**config.mk**
```make
export PLATFORM = sky130hd
export DESIGN_NAME = contador_regresivo
export DESIGN_NICKNAME = d
export VERILOG_FILES = /design/src/rtl/contador_regresivo.sv
export SDC_FILE = /design/constraint.sdc
export NUM_CORES = 1
export LEC_CHECK = 0
export CELL_PAD_IN_SITES_DETAIL_PLACEMENT = 1
export CELL_PAD_IN_SITES_GLOBAL_PLACEMENT = 1
export CORE_ASPECT_RATIO = 0.5
export CORE_MARGIN = 3
export CORE_UTILIZATION = 30
export DETAILED_ROUTE_END_ITERATION = 10
export GPL_TIMING_DRIVEN = 0
export PLACE_DENSITY = 0.69
export SLEW_MARGIN = 20
export SYNTH_ARGS = -nofsm -noshare
export SYNTH_HDL_FRONTEND = slang
export SYNTH_SLANG_ARGS = --single-unit
```
**constraint.sdc**
```tcl
create_clock -name NEclk -period 5.5 [get_ports NEclk]
set_input_delay 0.825 -clock NEclk [delete_from_list [all_inputs] [get_ports NEclk]]
set_output_delay 0.825 -clock NEclk [all_outputs]
set_load 0.02 [all_outputs]
```
**src/rtl/contador_regresivo.sv**
```systemverilog
// Loadable down-counter / countdown timer clocked on the falling edge of NEclk.
// Presets from LoadValue, counts to zero, pulses Done, and can auto-reload for periodic timing.
`timescale 1ns/1ps
module contador_regresivo #(
  parameter int BITS = 4
) (
  input  logic            NEclk,
  input  logic            Nreset,
  input  logic            Load,
  input  logic [BITS-1:0] LoadValue,
  input  logic            Start,
  input  logic            Pause,
  input  logic            Abort,
  input  logic            AutoReload,
  output logic [BITS-1:0] count,
  output logic            Running,
  output logic            Done,
  output logic            Zero
);

  typedef enum logic [1:0] {
    IDLE   = 2'd0,
    RUN    = 2'd1,
    PAUSED = 2'd2,
    DONE   = 2'd3
  } state_t;

  localparam logic [BITS-1:0] ZERO_VAL = {BITS{1'b0}};
  localparam logic [BITS-1:0] ONE_VAL  = BITS'(1);

  state_t          state_r, state_s;
  logic [BITS-1:0] count_r, count_s;
  logic [BITS-1:0] reload_r, reload_s;
  logic            done_r, done_s;
  logic            running_r;

  // Next-state logic: Abort beats Load, Load beats the per-state action.
  always_comb begin
    state_s  = state_r;
    count_s  = count_r;
    reload_s = reload_r;
    done_s   = 1'b0;
    if (Abort) begin
      state_s = IDLE;
      count_s = ZERO_VAL;
    end else if (Load) begin
      count_s  = LoadValue;
      reload_s = LoadValue;
      case (state_r)
        IDLE: begin
          if (Start && (LoadValue != ZERO_VAL)) begin
            state_s = RUN;
          end else begin
            state_s = IDLE;
          end
        end
        RUN:    state_s = RUN;
        PAUSED: state_s = PAUSED;
        DONE: begin
          if (LoadValue != ZERO_VAL) begin
            state_s = RUN;
          end else begin
            state_s = IDLE;
          end
        end
        default: state_s = IDLE;
      endcase
    end else begin
      case (state_r)
        IDLE: begin
          if (Start) begin
            if (count_r != ZERO_VAL) begin
              state_s = RUN;
            end else begin
              // A held Start on an empty counter must not stretch the pulse.
              done_s = ~done_r;
            end
          end else begin
            state_s = IDLE;
          end
        end
        RUN: begin
          if (Pause) begin
            state_s = PAUSED;
          end else if (count_r <= ONE_VAL) begin
            // Terminal count; a zero count in RUN (Load 0 mid-run) also terminates.
            count_s = ZERO_VAL;
            state_s = DONE;
            done_s  = 1'b1;
          end else begin
            count_s = count_r - ONE_VAL;
          end
        end
        PAUSED: begin
          if (!Pause) begin
            state_s = RUN;
          end else begin
            state_s = PAUSED;
          end
        end
        DONE: begin
          if (AutoReload && (reload_r != ZERO_VAL)) begin
            count_s = reload_r;
            state_s = RUN;
          end else begin
            count_s = ZERO_VAL;
            state_s = IDLE;
          end
        end
        default: begin
          count_s = ZERO_VAL;
          state_s = IDLE;
        end
      endcase
    end
  end

  // State and output registers, updated on the falling edge.
  always_ff @(negedge NEclk or negedge Nreset) begin
    if (!Nreset) begin
      state_r   <= IDLE;
      count_r   <= ZERO_VAL;
      reload_r  <= ZERO_VAL;
      done_r    <= 1'b0;
      running_r <= 1'b0;
    end else begin
      state_r   <= state_s;
      count_r   <= count_s;
      reload_r  <= reload_s;
      done_r    <= done_s;
      running_r <= (state_s == RUN);
    end
  end

  assign count   = count_r;
  assign Running = running_r;
  assign Done    = done_r;
  assign Zero    = (count_r == ZERO_VAL);

endmodule

```
# Word level (Yosys, flattened, before mapping)
# Cells that the tools add are included.
# W data, S select, Z words.
[totals]
ff_bits = 12
latch_bits = 0
ramBits = 0
romBits = 0
in_bits = 11
out_inout_bits = 7
mem_count = 0
[classes]
n_addsub = 1
n_mul = 0
div = 0
order_cmp = 1
eq_ne = 5
n_shift = 0
n_mux = 25
bitwise = 2
n_reduce_logical = 10
[ops]
columns = ["op", "n"]
rows = [
  ["$mux W4", 5],
  ["$pmux W2 S4", 2],
  ["$reduce_bool A4 Y1", 4],
  ["$mux W2", 7],
  ["$mux W1", 9],
  ["$pmux W4 S2", 1],
  ["$eq A2 B1 Y1 const B", 2],
  ["$eq A2 B2 Y1 const B", 2],
  ["$le A4 B1 Y1 const B", 1],
  ["$logic_not A4 Y1", 1],
  ["$ne A4 B4 Y1 const B", 1],
  ["$reduce_and A2 Y1", 2],
  ["$sub A4 B1 Y4 const B", 1],
  ["$logic_and A1 B1 Y1", 2],
  ["$logic_not A2 Y1", 1],
  ["$not A1 Y1", 2],
  ["$pmux W1 S2", 1],
]

# Depth between registers and ports, before layout
# Gate-level depths: netlist of run 1.
[logic_depth]
depth_word = 7
mapped_depth = 6

==> results of run 1 <==
==> layout by cell type (no fill, tap or decap), types with 2 or more instances in the layout <==
cell and instances:
sky130_fd_sc_hd__nand2_1 5, sky130_fd_sc_hd__nand2b_1 5, sky130_fd_sc_hd__inv_1 6, sky130_fd_sc_hd__clkbuf_8 4
sky130_fd_sc_hd__clkbuf_1 2, sky130_fd_sc_hd__nor3_1 3, sky130_fd_sc_hd__a21oi_1 5, sky130_fd_sc_hd__ha_1 3
sky130_fd_sc_hd__and2_1 3, sky130_fd_sc_hd__a22oi_1 2, sky130_fd_sc_hd__mux2_2 4, sky130_fd_sc_hd__nor4_1 3
sky130_fd_sc_hd__clkdlybuf4s50_1 16, sky130_fd_sc_hd__nor2b_1 2, sky130_fd_sc_hd__nor2_1 3, sky130_fd_sc_hd__a31oi_1 4
sky130_fd_sc_hd__dfrtn_1 12, sky130_fd_sc_hd__nand3_1 3
==> final cells by class <==
| type | instances | area (sq um) |
|---|---|---|
| fill | 287 | 1280 |
| clock buffer | 4 | 55.1 |
| tap | 35 | 43.8 |
| buffer | 3 | 12.5 |
| sequential | 12 | 300 |
| timing repair buffer | 17 | 173 |
| inverter | 6 | 22.5 |
| multi-input combinational | 65 | 465 |
==> stage by stage <==
stage / total power, W / hold slack, ps / instances / utilization [%] / cell area, sq um
2_1_floorplan: 0.000157 / 464 / 86 / - / 796
3_3_place_gp: 0.000191 / 491 / 138 / 42.8 / 1010
3_5_place_dp: 0.000194 / 513 / 138 / 42.8 / 1010
4_1_cts: 0.000293 / 515 / 142 / 45.4 / 1070
5_1_grt: 0.000306 / 525 / 142 / 45.5 / 1070
6_report: 0.000288 / 517 / 142 / 45.5 / 1070
==> power breakdown <==
part / switching [W] / total, W / internal [W]
combinational: 0.0000417 / 0.0000821 / 0.0000404
clock: 0.0000325 / 0.0000957 / 0.0000632
sequential: 0.0000109 / 0.000110 / 0.0000995
total: 0.0000851 / 0.000288 / 0.000203
==> logic make-up (layout without fill, tap and decap cells) <==
kind of cell / count (synthesis) / in the layout / synth area share, %
AO/OA/AOI/OAI: 24 / 24 / 22.6
adder cells (fa/ha/maj): 3 / 3 / 4.72
flip-flops: 12 / 12 / 37.7
AND/OR/NAND/NOR: 33 / 33 / 23.6
buffers and inverters: 9 / 30 / 4.40
multiplexers: 5 / 5 / 6.92
==> sequential cells by signal, summed over array words and instances, names as in the netlist <==
register	cells
Done	1
Running	1
count	4
reload_r	4
state_r	2
==> path summary, 6_finish.rpt <==
check / from / to / cells after the start
setup / recovery: count[2] / count[2] / 1
hold / removal: reload_r[0] / reload_r[0] / 1
setup reg to reg: count[0] / count[1] / 6
hold reg to reg: reload_r[0] / reload_r[0] / 1
max in group asynchronous: Nreset / reload_r[3] / 1
min in group asynchronous: Nreset / Done / 1
==> per-layer routing <==
metal / up-vias / part of all wire (%)
li1: 360 / -
met1: 365 / 50
met2: 22 / 43
met3: 2 / 6.0
met4: 0 / 0.71
met5: - / 0
==> timing repair <==
item                                    in CTS  in global routing
pin swaps                                    0                  0
buffers inserted                             0                  0
gates resized for setup                      1                  1
endpoints found under the setup margin       1                  1
==> metrics.log, run 1 <==
[metrics] result of the run: completed
[metrics] master of the slowest instance on the critical path: sky130_fd_sc_hd__clkdlybuf4s50_1
[metrics] aggregate global-route resource usage: 16.2%
[metrics] hold crit path type: register to register
[metrics] initial antenna violation count: 0
[metrics] number of max-capacitance violations reported: 0
[metrics] Required @ worst endpoint: 4680 ps
[metrics] async set-reset flop share out of synthesis: 100%
[metrics] post-synth top area cell: sky130_fd_sc_hd__dfrtn_1
[metrics] Setup WS post-layout: 444 ps
[metrics] Pleak: 0.446 nW
[metrics] number of nets in the final layout: 122
[metrics] total number of vias: 749
[metrics] endpoint arrival time on the critical path: 4230 ps
[metrics] Final setup violation count: 0
[metrics] post-detailed-route wirelength per cell: 16.9 um
[metrics] number of top-level pins: 18
[metrics] FF+latch count, synth: 12
[metrics] vias per std cell: 5.27
[metrics] port bufs: 17
[metrics] maximum number of pins on one net before global-route repair: 13
[metrics] TritonCTS clock tree: done
[metrics] die span in y: 42.4 um
[metrics] maximum single-stage delay on the critical path: 670 ps
[metrics] Mapped Area: 796 sq um
[metrics] Crit path buffers/inverters: 1
[metrics] start-to-end type of the worst setup path: register to primary output
[metrics] first-pass GRT wire length: 4080 um
[metrics] series of cell instances along the critical path: clkdlybuf4s50_1
[metrics] final weighted congestion of routability-driven global placement: 0.917
[metrics] average instance area after synthesis: 9.25 sq um
[metrics] setup slack, reg-to-reg: 3560 ps
[metrics] proportion of netlist area held by the largest area contributor: 37.7%
[metrics] global routing met2 resource utilization: 22.4%
[metrics] register area share after synthesis: 37.7%
[metrics] die width: 78.8 um
[metrics] Critical Path Sink Type: primary output
[metrics] wire length reported by the detailed router: 2400 um
[metrics] total gr overflow: 0
[metrics] Antenna Cells: 0
[metrics] final routed DRC violation total: 0
[metrics] headroom to the max-slew limit: 61.8%
[metrics] worst ir drop on vdd: 0.113 mV
[metrics] highest-utilization routing layer at the global route stage: met1
[metrics] top post-synthesis cells by area: sky130_fd_sc_hd__dfrtn_1 38%, sky130_fd_sc_hd__mux2_2 5.7%, sky130_fd_sc_hd__ha_1 4.7%, sky130_fd_sc_hd__nand2b_1 3.9%, sky130_fd_sc_hd__a21oi_1 3.1%
[metrics] pins over their slew limit: 0
[metrics] clock root buffer master: sky130_fd_sc_hd__clkbuf_8
[metrics] placeable core region: 2360 sq um
[metrics] Die Outline Area: 3340 sq um
[metrics] clock-pin slew on the worst setup and hold paths: 40 ps
[metrics] M1 GR Usage: 24.7%
[metrics] number of buffers created by CTS: 3
[metrics] post-detailed-placement half-perimeter wirelength: 1940 um
[metrics] Pre-Repair DR Iteration Count: 4
[metrics] most frequent cell after synthesis: sky130_fd_sc_hd__dfrtn_1
[metrics] Post-CTS Hold Fix Bufs: 0
[metrics] power density cells: 269 nW/um^2
[metrics] GR Layer Usage met3: 3.22%
[metrics] number of flops mapped to enable cells by yosys: 0
[metrics] top flip-flop cell by instance count after synthesis: sky130_fd_sc_hd__dfrtn_1
[metrics] layout overhead on the synthesized area: 34.7%
[metrics] Setup WS pre-CTS: 183 ps
[metrics] post-synthesis net count: 100
[metrics] Skew-Pair Late Insertion Delay: 260 ps
[metrics] H-tree lvl count: 1
[metrics] setup TNS: 0 ps
[metrics] Core Rows: 12
[metrics] clk_skew: 6.25 ps
[metrics] buffer levels on the longest clock path: 2
[metrics] number of DRC markers after the initial detailed-route iteration: 65
[metrics] Tightest Pin Transition: 571 ps
[metrics] Synthesis Warnings: 0
[metrics] initial standard-cell utilization of the core: 33.8%
[metrics] setup repair after global routing missed its margin: false
[metrics] most instantiated cells after synthesis: 12 x sky130_fd_sc_hd__dfrtn_1, 6 x sky130_fd_sc_hd__inv_1, 5 x sky130_fd_sc_hd__a21oi_1, 5 x sky130_fd_sc_hd__nand2_1, 5 x sky130_fd_sc_hd__nand2b_1
[metrics] count of unique library cells instantiated by Yosys: 37
[metrics] share of post-route cells with drive strength above 1: 14.0%
[metrics] vias in the first global route: 755
[metrics] largest fanout on the critical path: 7
[metrics] post-detailed-route count of antenna-violating nets: 0
[metrics] Final Hold Viols: 0
[metrics] number of sinks on the clock net: 12
[metrics] Cells after Synth: 86
[metrics] dominant delay contributor by cell family on the critical path: buffers and inverters
[metrics] startpoint class of the critical path: register
Note: power is estimated with default switching activity, not from simulation.
==> run 2, diff against run 1 <==
--- a/config.mk
+++ b/config.mk
@@ -7,12 +7,11 @@
 export LEC_CHECK = 0
 export CELL_PAD_IN_SITES_DETAIL_PLACEMENT = 1
 export CELL_PAD_IN_SITES_GLOBAL_PLACEMENT = 1
-export CORE_ASPECT_RATIO = 0.5
 export CORE_MARGIN = 3
-export CORE_UTILIZATION = 30
+export CORE_UTILIZATION = 36
 export DETAILED_ROUTE_END_ITERATION = 10
 export GPL_TIMING_DRIVEN = 0
-export PLACE_DENSITY = 0.69
+export PLACE_DENSITY = 0.79
 export SLEW_MARGIN = 20
 export SYNTH_ARGS = -nofsm -noshare
 export SYNTH_HDL_FRONTEND = slang
==> constraint.sdc (replaced) <==
create_clock -name NEclk -period 4.92 [get_ports NEclk]
set_input_delay 0.738 -clock NEclk [delete_from_list [all_inputs] [get_ports NEclk]]
set_output_delay 0.738 -clock NEclk [all_outputs]
set_load 0.02 [all_outputs]
==> run 2 against run 1 <==
Against the previous run:
- sequential share of layout area up 1.3 points
- hold slack worse by 31 ps
- routed wire length shrank 11%
- die area fell by 16%
- worst setup slack lost 310 ps
- highest routed layer unchanged
- cell count decreased by 6.3%
- critical path type unchanged
- critical endpoint is now Zero
- core utilization rose by 5.3 points
- largest power group unchanged
==> metrics.log, run 2 (synthesis gave the netlist of run 1 again) <==
[metrics] Skew-Pair Late Insertion Delay: 280 ps
[metrics] placeable core region: 2020 sq um
[metrics] layout overhead on the synthesized area: 28.9%
[metrics] wire length reported by the detailed router: 2130 um
[metrics] vias in the first global route: 760
[metrics] largest fanout on the critical path: 6
[metrics] die width: 53.0 um
[metrics] start-to-end type of the worst setup path: register to primary output
[metrics] buffer levels on the longest clock path: 2
[metrics] number of top-level pins: 18
[metrics] aggregate global-route resource usage: 18.0%
[metrics] number of max-capacitance violations reported: 0
[metrics] final weighted congestion of routability-driven global placement: 0.852
[metrics] port bufs: 17
[metrics] post-detailed-route count of antenna-violating nets: 0
[metrics] startpoint class of the critical path: register
[metrics] total number of vias: 740
[metrics] number of buffers created by CTS: 3
[metrics] post-route cell area: 1030 sq um
[metrics] first-pass GRT wire length: 3640 um
[metrics] number of DRC markers after the initial detailed-route iteration: 12
[metrics] share of post-route cells with drive strength above 1: 13.2%
[metrics] die span in y: 53.0 um
[metrics] clock-pin slew on the worst setup and hold paths: 60 ps
[metrics] initial antenna violation count: 0
[metrics] pins over their slew limit: 0
[metrics] setup repair after global routing missed its margin: false
[metrics] maximum number of pins on one net before global-route repair: 13
[metrics] result of the run: completed
[metrics] Final setup violation count: 0
[metrics] worst ir drop on vdd: 0.133 mV
[metrics] vias per std cell: 5.56
[metrics] post-detailed-route wirelength per cell: 16.0 um
[metrics] clk_skew: 6.43 ps
[metrics] commonest non-fill, non-tap cell in the layout: sky130_fd_sc_hd__clkdlybuf4s50_1
[metrics] Pre-Repair DR Iteration Count: 4
[metrics] TritonCTS clock tree: done
[metrics] Required @ worst endpoint: 4180 ps
[metrics] number of sinks on the clock net: 12
[metrics] Tightest Pin Transition: 549 ps
[metrics] Final Hold Viols: 0
[metrics] endpoint arrival time on the critical path: 4050 ps
[metrics] clock root buffer master: sky130_fd_sc_hd__clkbuf_4
[metrics] number of nets in the final layout: 122
[metrics] H-tree lvl count: 1
[metrics] hold crit path type: register to register
[metrics] setup TNS: 0 ps
[metrics] post-detailed-placement half-perimeter wirelength: 1730 um
[metrics] Critical Path Sink Type: primary output
[metrics] total gr overflow: 0
[metrics] Pleak: 0.421 nW
[metrics] most frequent cells in the layout: 16 x sky130_fd_sc_hd__clkdlybuf4s50_1, 12 x sky130_fd_sc_hd__dfrtn_1, 6 x sky130_fd_sc_hd__inv_1
[metrics] Die Outline Area: 2810 sq um
[metrics] post-detailed-placement cell area: 1000 sq um
[metrics] Core Rows: 16
[metrics] headroom to the max-slew limit: 63.3%
[metrics] power density cells: 266 nW/um^2
[metrics] Antenna Cells: 0
[metrics] initial standard-cell utilization of the core: 39.4%
[metrics] final routed DRC violation total: 0
## run 2: report_power, final
group / total [W] / internal (W) / switching (W)
combinational: 0.0000897 / 0.0000445 / 0.0000452
clock: 0.0000616 / 0.0000284 / 0.0000332
sequential: 0.000122 / 0.000111 / 0.0000112
total: 0.000273 / 0.000184 / 0.0000896
## run 2: cell type report
cell class                 instances  area [sq um]
clock buffer                       3          22.5
fill                             241           996
timing repair buffer              17           169
inverter                           6          22.5
buffer                             3          12.5
sequential                        12           300
tap                               27          33.8
multi-input combinational         65           465
## run 2: path summary, 6_finish.rpt
check | cells past startpoint | start | endpoint | slack, ps
setup / recovery | 4 | count[0] | Zero | 130
hold / removal | 1 | reload_r[2] | reload_r[2] | 490
setup reg to reg | 6 | count[0] | count[1] | 2990
hold reg to reg | 1 | reload_r[2] | reload_r[2] | 490
max in group asynchronous | 1 | Nreset | count[0] | 1370
min in group asynchronous | 1 | Nreset | Done | 3150
## run 2: routing by layer
metal	global-route usage, %	share of wire, %
met2	30.2	49
met1	23.4	45
met3	1.69	4.0
met5	0	0
met4	7.66	1.8
## run 2: worst max-delay path, cell delays in order, from the launching register on
cell                            delay, ps
sky130_fd_sc_hd__dfrtn_1              500
sky130_fd_sc_hd__inv_1                 90
sky130_fd_sc_hd__ha_1                 200
sky130_fd_sc_hd__nor3b_2              170
sky130_fd_sc_hd__dlygate4sd2_1        330
## run 2: timing repair
action | CTS | global route
gates resized for setup | 2 | 0
setup endpoints to repair | 1 | 0
hold buffers | 0 | 0
buffers inserted | 0 | 0
endpoints found under the hold margin | 0 | 0
## run 2: stage by stage
step                std cells  power, W  utilization (%)  setup WS [ps]  hold slack (ps)
floorplan                  86  0.000176                -            405              464
global placement          130  0.000212             49.4           20.3              482
detailed placement        130  0.000214             49.4          -46.9              491
CTS                       133  0.000273             50.7            132              491
global route              133  0.000291             50.7           53.9              512
finish                    133  0.000273             50.7            134              487
==> run 3, diff against run 2 <==
==> config.mk (replaced) <==
export PLATFORM = sky130hd
export DESIGN_NAME = contador_regresivo
export DESIGN_NICKNAME = d
export VERILOG_FILES = /design/src/rtl/contador_regresivo.sv
export SDC_FILE = /design/constraint.sdc
export NUM_CORES = 1
export LEC_CHECK = 0
export CORE_MARGIN = 3
export CORE_UTILIZATION = 48
export DETAILED_ROUTE_END_ITERATION = 10
export GPL_TIMING_DRIVEN = 0
export PLACE_DENSITY = 0.83
export SLEW_MARGIN = 20
export SYNTH_ARGS = -nofsm -noshare
export SYNTH_HDL_FRONTEND = slang
export SYNTH_SLANG_ARGS = --single-unit
==> run 3 against run 2 <==
Against the previous run:
- sequential share of layout area unchanged
- critical path depth unchanged
- cell count down 7.5%
- routed wire length shrank 11%
- via count increased by 2.7%
- clock-buffer cell count increased by 1
- non-clock buffer count unchanged
- total power increased by 6.6%
- hold slack improved by 1.8 ps
- flip-flop and latch count stayed put
- critical endpoint unchanged
- largest power group unchanged
==> metrics.log, run 3 (synthesis gave the netlist of run 1 again) <==
[metrics] result of the run: completed
[metrics] startpoint class of the critical path: register
[metrics] number of max-capacitance violations reported: 0
[metrics] clock root buffer master: sky130_fd_sc_hd__clkbuf_4
[metrics] largest fanout on the critical path: 6
[metrics] worst hold path startpoint: reload_r[2]
[metrics] post-detailed-route wirelength per cell: 15.4 um
[metrics] Required @ worst endpoint: 4180 ps
[metrics] Critical Path Sink Type: primary output
[metrics] post-CTS setup-driven buffer insertion count: 0
[metrics] Pre-Repair DR Iteration Count: 4
[metrics] final weighted congestion of routability-driven global placement: 0.860
[metrics] endpoint arrival time on the critical path: 4030 ps
[metrics] maximum number of pins on one net before global-route repair: 13
[metrics] area of the multi-input gates: 465 sq um
[metrics] endpoint with the worst hold slack: reload_r[2]
[metrics] clock-pin slew on the worst setup and hold paths: 50 ps
[metrics] total gr overflow: 0
[metrics] share of post-route cells with drive strength above 1: 14.0%
[metrics] number of top-level pins: 18
[metrics] wire length reported by the detailed router: 1900 um
[metrics] headroom to the max-slew limit: 65.3%
[metrics] number of nets in the final layout: 122
[metrics] endpoint of the lowest-slack register-to-register path: count[1]
[metrics] setup slack, reg-to-reg: 3020 ps
[metrics] reg-to-reg startpoint: count[0]
[metrics] power density cells: 284 nW/um^2
[metrics] Core Rows: 14
[metrics] Antenna Cells: 0
[metrics] initial standard-cell utilization of the core: 51.6%
[metrics] total number of vias: 760
[metrics] number of sinks on the clock net: 12
[metrics] Pleak: 0.428 nW
[metrics] layout overhead on the synthesized area: 28.9%
[metrics] number of buffers created by CTS: 3
[metrics] hold crit path type: register to register
[metrics] Die Outline Area: 2180 sq um
[metrics] buffer levels on the longest clock path: 2
[metrics] placeable core region: 1540 sq um
[metrics] post-detailed-placement half-perimeter wirelength: 1460 um
[metrics] start-to-end type of the worst setup path: register to primary output
[metrics] Tightest Pin Transition: 519 ps
[metrics] setup repair after global routing missed its margin: false
[metrics] post-detailed-route count of antenna-violating nets: 0
[metrics] final routed DRC violation total: 0
[metrics] number of cells traversed by the worst hold path: 1
[metrics] commonest non-fill, non-tap cell in the layout: sky130_fd_sc_hd__clkdlybuf4s50_1
[metrics] Final setup violation count: 0
[metrics] vias per std cell: 6.18
[metrics] Final Hold Viols: 0
[metrics] pins over their slew limit: 0
[metrics] die span in y: 46.7 um
[metrics] FF+latch area: 300 sq um
[metrics] aggregate global-route resource usage: 19.5%
[metrics] initial antenna violation count: 0
[metrics] final core utilization: 66.6%
[metrics] H-tree lvl count: 1
[metrics] worst ir drop on vdd: 0.187 mV
[metrics] vias in the first global route: 690
[metrics] clk_skew: 5.02 ps
[metrics] Fin Hold WS: 488 ps
[metrics] most frequent cells in the layout: 16 x sky130_fd_sc_hd__clkdlybuf4s50_1, 12 x sky130_fd_sc_hd__dfrtn_1, 6 x sky130_fd_sc_hd__inv_1
[metrics] number of inserted filler cells in the final layout: 136
[metrics] setup TNS: 0 ps
[metrics] TritonCTS clock tree: done
[metrics] port bufs: 17
[metrics] number of DRC markers after the initial detailed-route iteration: 17
[metrics] die width: 46.7 um
[metrics] first-pass GRT wire length: 2970 um
[metrics] Worst Reg-to-Reg Cells: 6
[metrics] Skew-Pair Late Insertion Delay: 280 ps
[run 3: cell count changes in the layout (fill, tap and decap cells not counted), sizes merged]
cell    before  now
clkbuf       5    6
[run 3: worst max-delay path, stage by stage, from the launching register on]
cell	delay, ps
sky130_fd_sc_hd__dfrtn_1	500
sky130_fd_sc_hd__inv_1	90
sky130_fd_sc_hd__ha_1	190
sky130_fd_sc_hd__nor3b_2	170
sky130_fd_sc_hd__dlygate4sd2_1	330
[run 3: per-layer routing]
metal  GRT usage (%)  wire length, um
met1            26.0              850
met2            31.0              902
met3            3.52              118
met4            8.29               26
met5               0                0
[run 3: how the worst max path moves through the flow]
stage | end | from | slack [ps]
after global routing | Zero | count[0] | 80
after floorplan | Zero | count[0] | 400
after global placement | Zero | count[0] | 50
final | Zero | count[0] | 150
after CTS | Zero | count[0] | 140
after detailed placement | Zero | count[0] | 30
[run 3: what timing repair did]
action,4_1_cts,5_1_grt
resized for setup,2,0
hold buffers,0,0
endpoints found under the setup margin,1,0
[run 3: cell type report]
| cell class | instances | share of cell area, % |
|---|---|---|
| well taps | 16 | 1.95 |
| multi-input cells | 65 | 45.4 |
| inverters | 6 | 2.20 |
| flip-flops and latches | 12 | 29.3 |
| clock buffers | 4 | 3.54 |
| plain buffers | 3 | 1.22 |
| repair buffers | 17 | 16.5 |
[run 3: through the flow]
step           total power [W]  cells  setup WS [ps]  cell area (sq um)
2_1_floorplan         0.000176     86            405                796
3_3_place_gp          0.000210    119           54.1                986
3_5_place_dp          0.000212    119           25.7                986
4_1_cts               0.000292    123            140               1030
5_1_grt               0.000308    123           76.1               1030
6_report              0.000292    123            149               1030
[run 3: power breakdown]
part | total, W | leakage [nW] | internal (W) | switching (W)
registers | 0.000122 | 0.153 | 0.000111 | 0.0000112
logic | 0.0000882 | 0.255 | 0.0000442 | 0.0000440
clock network | 0.0000811 | 0.0210 | 0.0000450 | 0.0000361
